--- src/rtl/lift_pkg.sv ---
// Shared types for the scanning lift controller: car state, travel direction, floor index width.
package lift_pkg;

   typedef enum logic [1:0] {
      StIdle,
      StMoveUp,
      StMoveDown,
      StDoorOpen
   } state_e;

   typedef enum logic {
      DirUp,
      DirDown
   } dir_e;

   function automatic int unsigned floor_w(input int unsigned n);
      return (n < 2) ? 1 : $clog2(n);
   endfunction

endpackage

--- src/rtl/lift_tick_gen.sv ---
// Tick prescaler: one-clk tick every TICK_DIV cycles, restartable with a synchronous clear.
module lift_tick_gen #(
   parameter int unsigned TICK_DIV = 16777216
) (
   input  logic clk,
   input  logic reset,
   input  logic clear,
   output logic tick
);

   localparam int unsigned CW = $clog2(TICK_DIV);

   logic [CW-1:0] cnt_q;

   assign tick = (cnt_q == CW'(TICK_DIV - 1));

   always_ff @(posedge clk) begin
      if (!reset || clear) begin
         cnt_q <= '0;
      end else if (tick) begin
         cnt_q <= '0;
      end else begin
         cnt_q <= cnt_q + CW'(1);
      end
   end

endmodule

--- src/rtl/lift_ctrl_scan.sv ---
// N-floor lift controller with SCAN request service and tick-timed travel and door dwell.
// Define LIFT_DOOR_OBSTRUCT_EN to add the door_obst input that holds the door open.
module lift_ctrl_scan
   import lift_pkg::*;
#(
   parameter int unsigned N_FLOORS   = 4,
   parameter int unsigned TICK_DIV   = 16777216,
   parameter int unsigned MOVE_TICKS = 2,
   parameter int unsigned DOOR_TICKS = 3
) (
   input  logic                         clk,
   input  logic                         reset,
   input  logic [N_FLOORS-1:0]          req_floor,
`ifdef LIFT_DOOR_OBSTRUCT_EN
   input  logic                         door_obst,
`endif
   output logic [N_FLOORS-1:0]          floor_onehot,
   output logic [floor_w(N_FLOORS)-1:0] floor_idx,
   output logic [N_FLOORS-1:0]          pending,
   output logic                         door,
   output logic                         stop,
   output logic                         Up,
   output logic                         Down
);

   localparam int unsigned FW   = floor_w(N_FLOORS);
   localparam int unsigned TMAX = (MOVE_TICKS > DOOR_TICKS) ? MOVE_TICKS : DOOR_TICKS;
   localparam int unsigned TW   = $clog2(TMAX + 1);

   typedef logic [N_FLOORS-1:0] fmask_t;

   state_e         state_q, state_d, sweep_state;
   dir_e           dir_q, dir_d, sweep_dir;
   logic [FW-1:0]  floor_q, floor_d, floor_up, floor_dn;
   fmask_t         pending_q, pending_d, merged, clear_mask, above, below;
   logic [TW-1:0]  tcnt_q, tcnt_d;
   logic           tick, clr, obst, restart, move_done, dwell_done;

`ifdef LIFT_DOOR_OBSTRUCT_EN
   assign obst = door_obst;
`else
   assign obst = 1'b0;
`endif

   assign floor_idx = floor_q;
   assign pending   = pending_q;

   assign merged   = pending_q | req_floor;
   assign above    = pending_q & ~((fmask_t'(2) << floor_q) - fmask_t'(1));
   assign below    = pending_q & ((fmask_t'(1) << floor_q) - fmask_t'(1));
   assign floor_up = floor_q + FW'(1);
   assign floor_dn = floor_q - FW'(1);

   assign move_done  = tick && (tcnt_q == TW'(MOVE_TICKS - 1));
   assign dwell_done = tick && (tcnt_q == TW'(DOOR_TICKS - 1));
   // A call for the floor being served, or an obstruction, re-opens the dwell from zero.
   assign restart    = (state_q == StDoorOpen) && (req_floor[floor_q] || obst);

   // Sweep choice: keep going while work lies ahead, otherwise turn around.
   always_comb begin
      sweep_state = StIdle;
      sweep_dir   = dir_q;
      if (dir_q == DirUp) begin
         if (|above) begin
            sweep_state = StMoveUp;
         end else if (|below) begin
            sweep_state = StMoveDown;
            sweep_dir   = DirDown;
         end
      end else begin
         if (|below) begin
            sweep_state = StMoveDown;
         end else if (|above) begin
            sweep_state = StMoveUp;
            sweep_dir   = DirUp;
         end
      end
   end

   always_comb begin
      state_d = state_q;
      dir_d   = dir_q;
      floor_d = floor_q;
      unique case (state_q)
         StIdle: begin
            if (pending_q[floor_q]) begin
               state_d = StDoorOpen;
            end else begin
               state_d = sweep_state;
               dir_d   = sweep_dir;
            end
         end
         StMoveUp: begin
            if (move_done) begin
               if (!(|above)) begin
                  state_d = StIdle;
               end else begin
                  floor_d = floor_up;
                  if (merged[floor_up]) state_d = StDoorOpen;
               end
            end
         end
         StMoveDown: begin
            if (move_done) begin
               if (!(|below)) begin
                  state_d = StIdle;
               end else begin
                  floor_d = floor_dn;
                  if (merged[floor_dn]) state_d = StDoorOpen;
               end
            end
         end
         StDoorOpen: begin
            if (!restart && dwell_done) begin
               state_d = sweep_state;
               dir_d   = sweep_dir;
            end
         end
         default: state_d = StIdle;
      endcase
   end

   assign clr = (state_d != state_q) || (floor_d != floor_q) || restart;

   always_comb begin
      tcnt_d = tcnt_q;
      if (clr) begin
         tcnt_d = '0;
      end else if (tick && (state_q != StIdle)) begin
         tcnt_d = tcnt_q + TW'(1);
      end
   end

   // The served floor is dropped on door entry and kept clear for the whole dwell.
   assign clear_mask = ((state_d == StDoorOpen) || (state_q == StDoorOpen)) ?
                       (fmask_t'(1) << floor_d) : '0;
   assign pending_d  = merged & ~clear_mask;

   lift_tick_gen #(
      .TICK_DIV(TICK_DIV)
   ) u_tick_gen (
      .clk  (clk),
      .reset(reset),
      .clear(clr),
      .tick (tick)
   );

   always_ff @(posedge clk) begin
      if (!reset) begin
         state_q      <= StIdle;
         dir_q        <= DirUp;
         floor_q      <= '0;
         pending_q    <= '0;
         tcnt_q       <= '0;
         floor_onehot <= fmask_t'(1);
         door         <= 1'b1;
         stop         <= 1'b1;
         Up           <= 1'b0;
         Down         <= 1'b0;
      end else begin
         state_q      <= state_d;
         dir_q        <= dir_d;
         floor_q      <= floor_d;
         pending_q    <= pending_d;
         tcnt_q       <= tcnt_d;
         floor_onehot <= fmask_t'(1) << floor_d;
         door         <= (state_d == StIdle) || (state_d == StDoorOpen);
         stop         <= (state_d == StIdle) || (state_d == StDoorOpen);
         Up           <= (state_d == StMoveUp);
         Down         <= (state_d == StMoveDown);
      end
   end

endmodule

--- config.mk ---
export PLATFORM = sky130hd
export DESIGN_NAME = lift_ctrl_scan
export DESIGN_NICKNAME = d
export VERILOG_FILES = /design/src/rtl/lift_pkg.sv /design/src/rtl/lift_tick_gen.sv /design/src/rtl/lift_ctrl_scan.sv
export SDC_FILE = /design/constraint.sdc
export NUM_CORES = 1
export LEC_CHECK = 0
export ABC_AREA = 1
export BUFFER_PORTS_ARGS = -buffer_cell sky130_fd_sc_hd__buf_2
export CAP_MARGIN = 25
export CORE_ASPECT_RATIO = 1.4
export CORE_MARGIN = 2
export CORE_UTILIZATION = 35
export DETAILED_ROUTE_END_ITERATION = 8
export SYNTH_ARGS = -nofsm -noshare
export SYNTH_HDL_FRONTEND = slang
export SYNTH_HIERARCHICAL = 1
export SYNTH_SLANG_ARGS = --single-unit
--- constraint.sdc ---
create_clock -name clk -period 6.1 [get_ports clk]
set_input_delay 1.22 -clock clk [delete_from_list [all_inputs] [get_ports clk]]
set_output_delay 1.22 -clock clk [all_outputs]
set_load 0.03 [all_outputs]
# Word-level counts from Yosys, hierarchy flattened

Cells that the tools add are included.

Output and inout port bits: 14
Logic and storage cells: 99
Input bits: 6
Register bits: 42

Mux-type cells: 36
Reduce and logical (&&, ||, !) cells: 21
Order comparisons: 3
Shifts and indexed selects: 3
Bitwise logic cells: 7
Equality and inequality tests: 13
Add/subtract/negate cells: 6

Operators with widths:

| operator                                                                      | count |
|---|---|
| 2-bit 2-to-1 mux                                                              | 16 |
| 24-bit by 1-bit adder with 24-bit output (second input constant)              | 1 |
| 24-bit == test (second input constant)                                        | 1 |
| 4-bit AND                                                                     | 3 |
| 1-bit 2-to-1 mux                                                              | 12 |
| 2-bit == test (second input constant)                                         | 5 |
| 2-bit by 3-bit less-than comparator with 1-bit output (second input constant) | 3 |
| 1-bit binary-select mux with 2-bit select                                     | 4 |
| 4-bit inverter                                                                | 2 |
| 2-bit one-hot mux with 4 select lines                                         | 1 |
| 4-bit OR reduction                                                            | 2 |
| 1-bit by 2-bit << shifter with 4-bit output (first input constant)            | 2 |
| 4-bit by 1-bit subtractor with 4-bit output (second input constant)           | 2 |
| 2-bit by 1-bit == test with 1-bit output (second input constant)              | 3 |
| 1-bit logical AND                                                             | 5 |
| 1-bit logical OR                                                              | 5 |
| 2-bit by 1-bit adder with 2-bit output (second input constant)                | 2 |
| 2-bit logical NOT                                                             | 2 |
| 4-bit 2-to-1 mux                                                              | 1 |
| 2-bit != test                                                                 | 2 |
| 4-bit bitwise OR                                                              | 1 |
| 2-bit one-hot mux with 2 select lines                                         | 1 |
| 2-bit nonzero test                                                            | 2 |
| 2-bit OR reduction                                                            | 2 |
| 8 further kinds                                                               | 9 |

# Longest topological paths before layout

Depth after elaboration: 15
Depth in mapped cells: 23
Mapped depth without buffers: 22

# By module

Netlist, hierarchy kept.

By module, submodules not included:

| module         | cells each | area each (µm²) | seq. area each (µm²) | times used |
|---|---|---|---|---|
| lift_ctrl_scan | 225        | 1421.4          | 360.3                | 1 |
| lift_tick_gen  | 187        | 1261.2          | 480.5                | 1 |

# Worst setup path after synthesis

OpenSTA, ideal clock, no wires.

Kind: in2reg
Start point: in req_floor[2]
End point: reg pending_q[3], in the netlist pending[3]
Setup time: 0.079 ns
Required time: 6.021 ns
Path buffers: 0
Stages on the path: 17
Data arrival time: 2.663 ns
Path slack: 3.358 ns
Path through: nor2_1 nand2_1 nand3_1 nand3_1 nand2_1 nand2_1 nand2_1 nand2_1 inv_1 nand2_1 nand2_2 inv_1 ha_1 or2_2 nand2_1 nor2_1 nor3_1

Longest elaborated chain between the ends: 12
Elaborated cells on any way between the ends: 23
Classes of those cells: 1 x eq/ne; 15 x mux; 3 x bitwise; 4 x reduce/logical

RTL lines:

| element                                                                       | line                                                               | RTL |
|---|---|---|
| from (decl)                                                                   | lift_ctrl_scan.sv:13                                               | `input logic [N_FLOORS-1:0] req_floor,` |
| 4-bit bitwise OR or 1-bit binary-select mux with 2-bit select (tied branches) | lift_ctrl_scan.sv:48, lift_ctrl_scan.sv:57                         |  |
| 1-bit binary-select mux with 2-bit select, or another cell as far along       | lift_ctrl_scan.sv:109                                              | `if (merged[floor_dn]) state_d = StDoorOpen;` |
| 1-bit 2-to-1 mux (implied by the code), or another cell as far along          | lift_ctrl_scan.sv:109                                              |  |
| 2-bit 2-to-1 mux, or another cell as far along                                | lift_ctrl_scan.sv:109                                              |  |
| 2-bit 2-to-1 mux, or another cell as far along                                | lift_ctrl_scan.sv:105                                              | `if (!(\|below)) begin` |
| 2-bit 2-to-1 mux, on equally long branches                                    | lift_ctrl_scan.sv:104, lift_ctrl_scan.sv:94, lift_ctrl_scan.sv:114 |  |
| 2-bit one-hot mux with 4 select lines (*)                                     | lift_ctrl_scan.sv:84                                               | `unique case (state_q)` |
| via state_d[0]                                                                | lift_ctrl_scan.sv:32                                               | `state_e state_q, state_d, sweep_state;` |
| 2-bit == test (*)                                                             | lift_ctrl_scan.sv:135                                              | `assign clear_mask = ((state_d == StDoorOpen) \|\| (state_q == StDoorOpen)) ?` |
| 1-bit logical OR (*)                                                          | lift_ctrl_scan.sv:135                                              |  |
| 4-bit 2-to-1 mux (*)                                                          | lift_ctrl_scan.sv:135                                              |  |
| 4-bit inverter (*)                                                            | lift_ctrl_scan.sv:137                                              | `assign pending_d = merged & ~clear_mask;` |
| 4-bit AND (*)                                                                 | lift_ctrl_scan.sv:137                                              |  |
| to (signal assigned)                                                          | lift_ctrl_scan.sv:164                                              | `pending_q <= pending_d;` |
| to (decl)                                                                     | lift_ctrl_scan.sv:35                                               | `fmask_t pending_q, pending_d, merged, clear_mask, above, below;` |

Mark *: on every way through the listed nets, which the timed path passes. The rest lies on a longest branch. The select of a mux whose other input is x is not followed.
A chain may end at the register's enable or synchronous reset.

# Worst setup path in the final report

Start point: reg floor_q[0], in the netlist floor_idx[0]
End point: reg pending_q[3], in the netlist pending[3]

Longest elaborated chain between the ends: 15
Elaborated cells on any way between the ends: 47
Classes of those cells: 4 x add/sub; 1 x eq/ne; 3 x shift; 28 x mux; 5 x bitwise; 6 x reduce/logical

RTL lines:

| element                                     | line                                                             | RTL |
|---|---|---|
| from (decl)                                 | lift_ctrl_scan.sv:34                                             | `logic [FW-1:0] floor_q, floor_d, floor_up, floor_dn;` |
| from (signal assigned)                      | lift_ctrl_scan.sv:163                                            | `floor_q <= floor_d;` |
| 2-bit by 2-bit << shifter with 4-bit output | lift_ctrl_scan.sv:49                                             | `assign above = pending_q & ~((fmask_t'(2) << floor_q) - fmask_t'(1));` |
| 4-bit by 1-bit subtractor with 4-bit output | lift_ctrl_scan.sv:49                                             |  |
| 4-bit inverter                              | lift_ctrl_scan.sv:49                                             |  |
| 4-bit AND                                   | lift_ctrl_scan.sv:49                                             |  |
| 4-bit OR reduction                          | lift_ctrl_scan.sv:64, lift_ctrl_scan.sv:73, lift_ctrl_scan.sv:95 |  |
| 1-bit 2-to-1 mux                            | lift_ctrl_scan.sv:73                                             | `end else if (\|above) begin` |
| 2-bit 2-to-1 mux                            | lift_ctrl_scan.sv:71                                             | `if (\|below) begin` |
| 2-bit 2-to-1 mux                            | lift_ctrl_scan.sv:63                                             | `if (dir_q == DirUp) begin` |
| 2-bit 2-to-1 mux, on equally long branches  | lift_ctrl_scan.sv:114, lift_ctrl_scan.sv:86                      |  |
| 2-bit one-hot mux with 4 select lines (*)   | lift_ctrl_scan.sv:84                                             |  |
| via state_d[0]                              | lift_ctrl_scan.sv:32                                             |  |
| 2-bit == test (*)                           | lift_ctrl_scan.sv:135                                            |  |
| 1-bit logical OR (*)                        | lift_ctrl_scan.sv:135                                            |  |
| 4-bit 2-to-1 mux (*)                        | lift_ctrl_scan.sv:135                                            |  |
| 4-bit inverter (*)                          | lift_ctrl_scan.sv:137                                            |  |
| 4-bit AND (*)                               | lift_ctrl_scan.sv:137                                            |  |

Marks and branches as above.

==> qor.txt <==
run status: complete, no violations
Critical Path Fanout Max: 16
period utilisation layout: 52.88%
initial DRC count: 80
worst hold path type: reg -> reg
post-route cell area: 2943 sq um
Lkg Pwr: 1.270 nW
Routed Antenna Nets: 0
Tot GR Track Use: 15.31%
Port Buffer Count: 19
hpwl dp: 4.708 mm
Setup violations, final: 0
Worst-Margin Slew: 663.3 ps
Synth Net Count: 432
Max-slew headroom: 55.72%
Worst VDD drop: 0.1611 mV
Seq/Total Area, Yosys: 31.34%
slowest CP cell: dfxtp_1
mapped cell area: 2683 sq um
startpoint type of the worst setup path: flop
Die Footprint: 8391 sq um
Post-synth top flop: dfxtp_1
max_cap viols: 0
clock slew at reported path FFs: 90 ps
Synth Area in Simple Gates: 43.33%
residual DRC count: 0
Cell Chain, Critical Path: inv_2, ha_1, inv_1, nand2_1, nand3_1, nand2_4, nand2_2, nand2_2, nand2_2, nor2_1, nor2_1, nand2_1, nand2_2, inv_1, ha_1, or2_2, nand2_1, nor2_1, nor3_1
chip height: 107.6 um
Distinct cells, synth: 32
Setup CP Type: reg -> reg
clock sinks: 42
grt total ovfl: 0
Setup Buffers After CTS: 0
post-layout minimum cycle time: 3226 ps
row cnt: 37
first-pass GRT wire length: 10.56 mm
drt pass-1 iters: 4
io pins: 20
final hold viol count: 0
H-tree levels: 2
Starting Density: 36.22%
PostCTS Resize Cnt: 0
Worst EP required: 6320 ps
most numerous cell on the critical path: nand2_2
CTS buffer count: 5
Fin Setup TNS: 0 ps
Routed wire per std cell: 11.22 um
vias in the first global route: 2428
largest net degree at the start of global routing: 25
die width: 77.99 um
GPL Wtd Cong: 0.8294
arrival time worst endpoint: 3440 ps
Root Driver: clkbuf_8
WHS: 446.5 ps
cell family with most CP delay: simple AND/OR/NAND/NOR gates
hold buffers post-CTS: 0
Core Area: 7407 sq um
initial antenna violation count: 0
CP Capture Type: flop
P&R area growth vs syn: 9.701%
dpl cell area: 2853 sq um
Ant. Diodes: 0
via count: 2449
worst setup skew after layout: 9.292 ps
clk_lat worst skew: 290 ps
syn avg cell area: 6.511 sq um
clk buf depth: 2
achievable clock frequency: 0.3100 GHz
CTS tree: yes
largest family of logic cells by synthesized area: simple AND/OR/NAND/NOR gates
Synth Area in Compound Gates: 5.084%
WL final: 5.956 mm
vias per cell: 4.612
CP max stage delay: 750 ps
ys async rst share: 0%
fraction of synthesized cell area in xor and xnor cells: 3.591%
mux cell area share after synthesis: 0%
register bit total from synthesis: 42
unrepaired setup endpoints after global routing: no
Power Density: 369.2 nW/um^2
Post-synth EDFFs: 0
max-slew violation count: 0
Syn Inst Count: 412
Yosys warnings: 6
share of layout cells above drive strength 1: 15.44%
Crit path buffers/inverters: 3
final-stage net count: 453
Adder-Cell Fraction of Synth Area: 6.530%
[Yosys cell counts, drive strengths merged (3+ instances only)]
library cell,number,area [sq um]
xor2,5,43.79
inv,59,221.5
buf,5,46.29
nor2,76,327.8
or2,3,18.77
a21oi,11,55.05
nor3,3,15.01
o21ai,8,43.79
dfxtp,42,840.8
nand3,46,245.2
ha,14,175.2
xnor2,6,52.55
nand2,126,528.0
[logic make-up after synthesis]
kind of cell               Yosys count
buffers and inverters               65
DFF                                 42
and+or+nand+nor                    257
xor gates and xnor gates            11
AOI/OAI and AO/OA                   23
adders and majority gates           14
[worst register-to-register path: cells and delay by family (launching register included)]
family,cells,cell delay (ps)
adders and majority gates,2,520
buffers and inverters,3,380
DFF,1,750
and+or+nand+nor,14,1510
[state kept, by name, summed over array words and instances (netlist names)]
signal            cells
Up                    1
tcnt_q                2
Down                  1
floor_onehot          4
u_tick_gen/cnt_q     24
stop                  1
pending               4
floor_idx             2
dir_q                 1
state_q               2
[power breakdown]
part	internal [W]	switching, W	leakage [nW]
logic	0.000171	0.000385	0.884
registers	0.000311	0.0000403	0.342
clock network	0.0000804	0.0000990	0.0441
total	0.000562	0.000525	1.27
[per-layer routing]
| metal | wire (um) | GRT usage, % |
|---|---|---|
| met3 | 164 | 2.349 |
| met4 | 93 | 5.263 |
| met2 | 3187 | 29.80 |
| met5 | 0 | 0 |
| met1 | 2512 | 16.46 |
[through the flow]
step | worst slack [ps] | cells | total power, W | utilization (%)
after floorplan | 3358 | 412 | 0.0007961 | -
after global placement | 2976 | 523 | 0.0009101 | 38.51
after detailed placement | 2939 | 523 | 0.0009163 | 38.51
after CTS | 2892 | 531 | 0.001099 | 39.73
after global routing | 2521 | 531 | 0.001180 | 39.73
final | 2874 | 531 | 0.001087 | 39.73
[final cells by class]
class | instances | area [sq um]
clock buffer | 5 | 68.82
clock inverter | 3 | 21.27
fill | 812 | 4464
inverter | 60 | 225.2
multi-input combinational | 305 | 1570
sequential | 42 | 840.8
tap | 97 | 121.4
timing repair buffer | 19 | 95.09
[placed cells by master (no fill, tap or decap), types with 5 or more instances in the layout]
| master | count |
|---|---|
| a21oi_1 | 11 |
| buf_2 | 19 |
| clkbuf_8 | 5 |
| dfxtp_1 | 42 |
| ha_1 | 14 |
| inv_1 | 55 |
| nand2_1 | 110 |
| nand2_2 | 13 |
| nand3_1 | 43 |
| nor2_1 | 65 |
| nor2_2 | 8 |
| o21ai_0 | 6 |
| xnor2_1 | 6 |
| xor2_1 | 5 |
[path summary, 6_finish.rpt]
check / from / cells past startpoint / slack, ps / endpoint
hold reg to reg: u_tick_gen/cnt_q[0] / 1 / 450 / u_tick_gen/cnt_q[0]
setup reg to reg: floor_idx[0] / 19 / 2870 / pending[3]
setup / recovery: floor_idx[0] / 19 / 2870 / pending[3]
hold / removal: u_tick_gen/cnt_q[0] / 1 / 450 / u_tick_gen/cnt_q[0]
(Power assumes the default switching activity.)
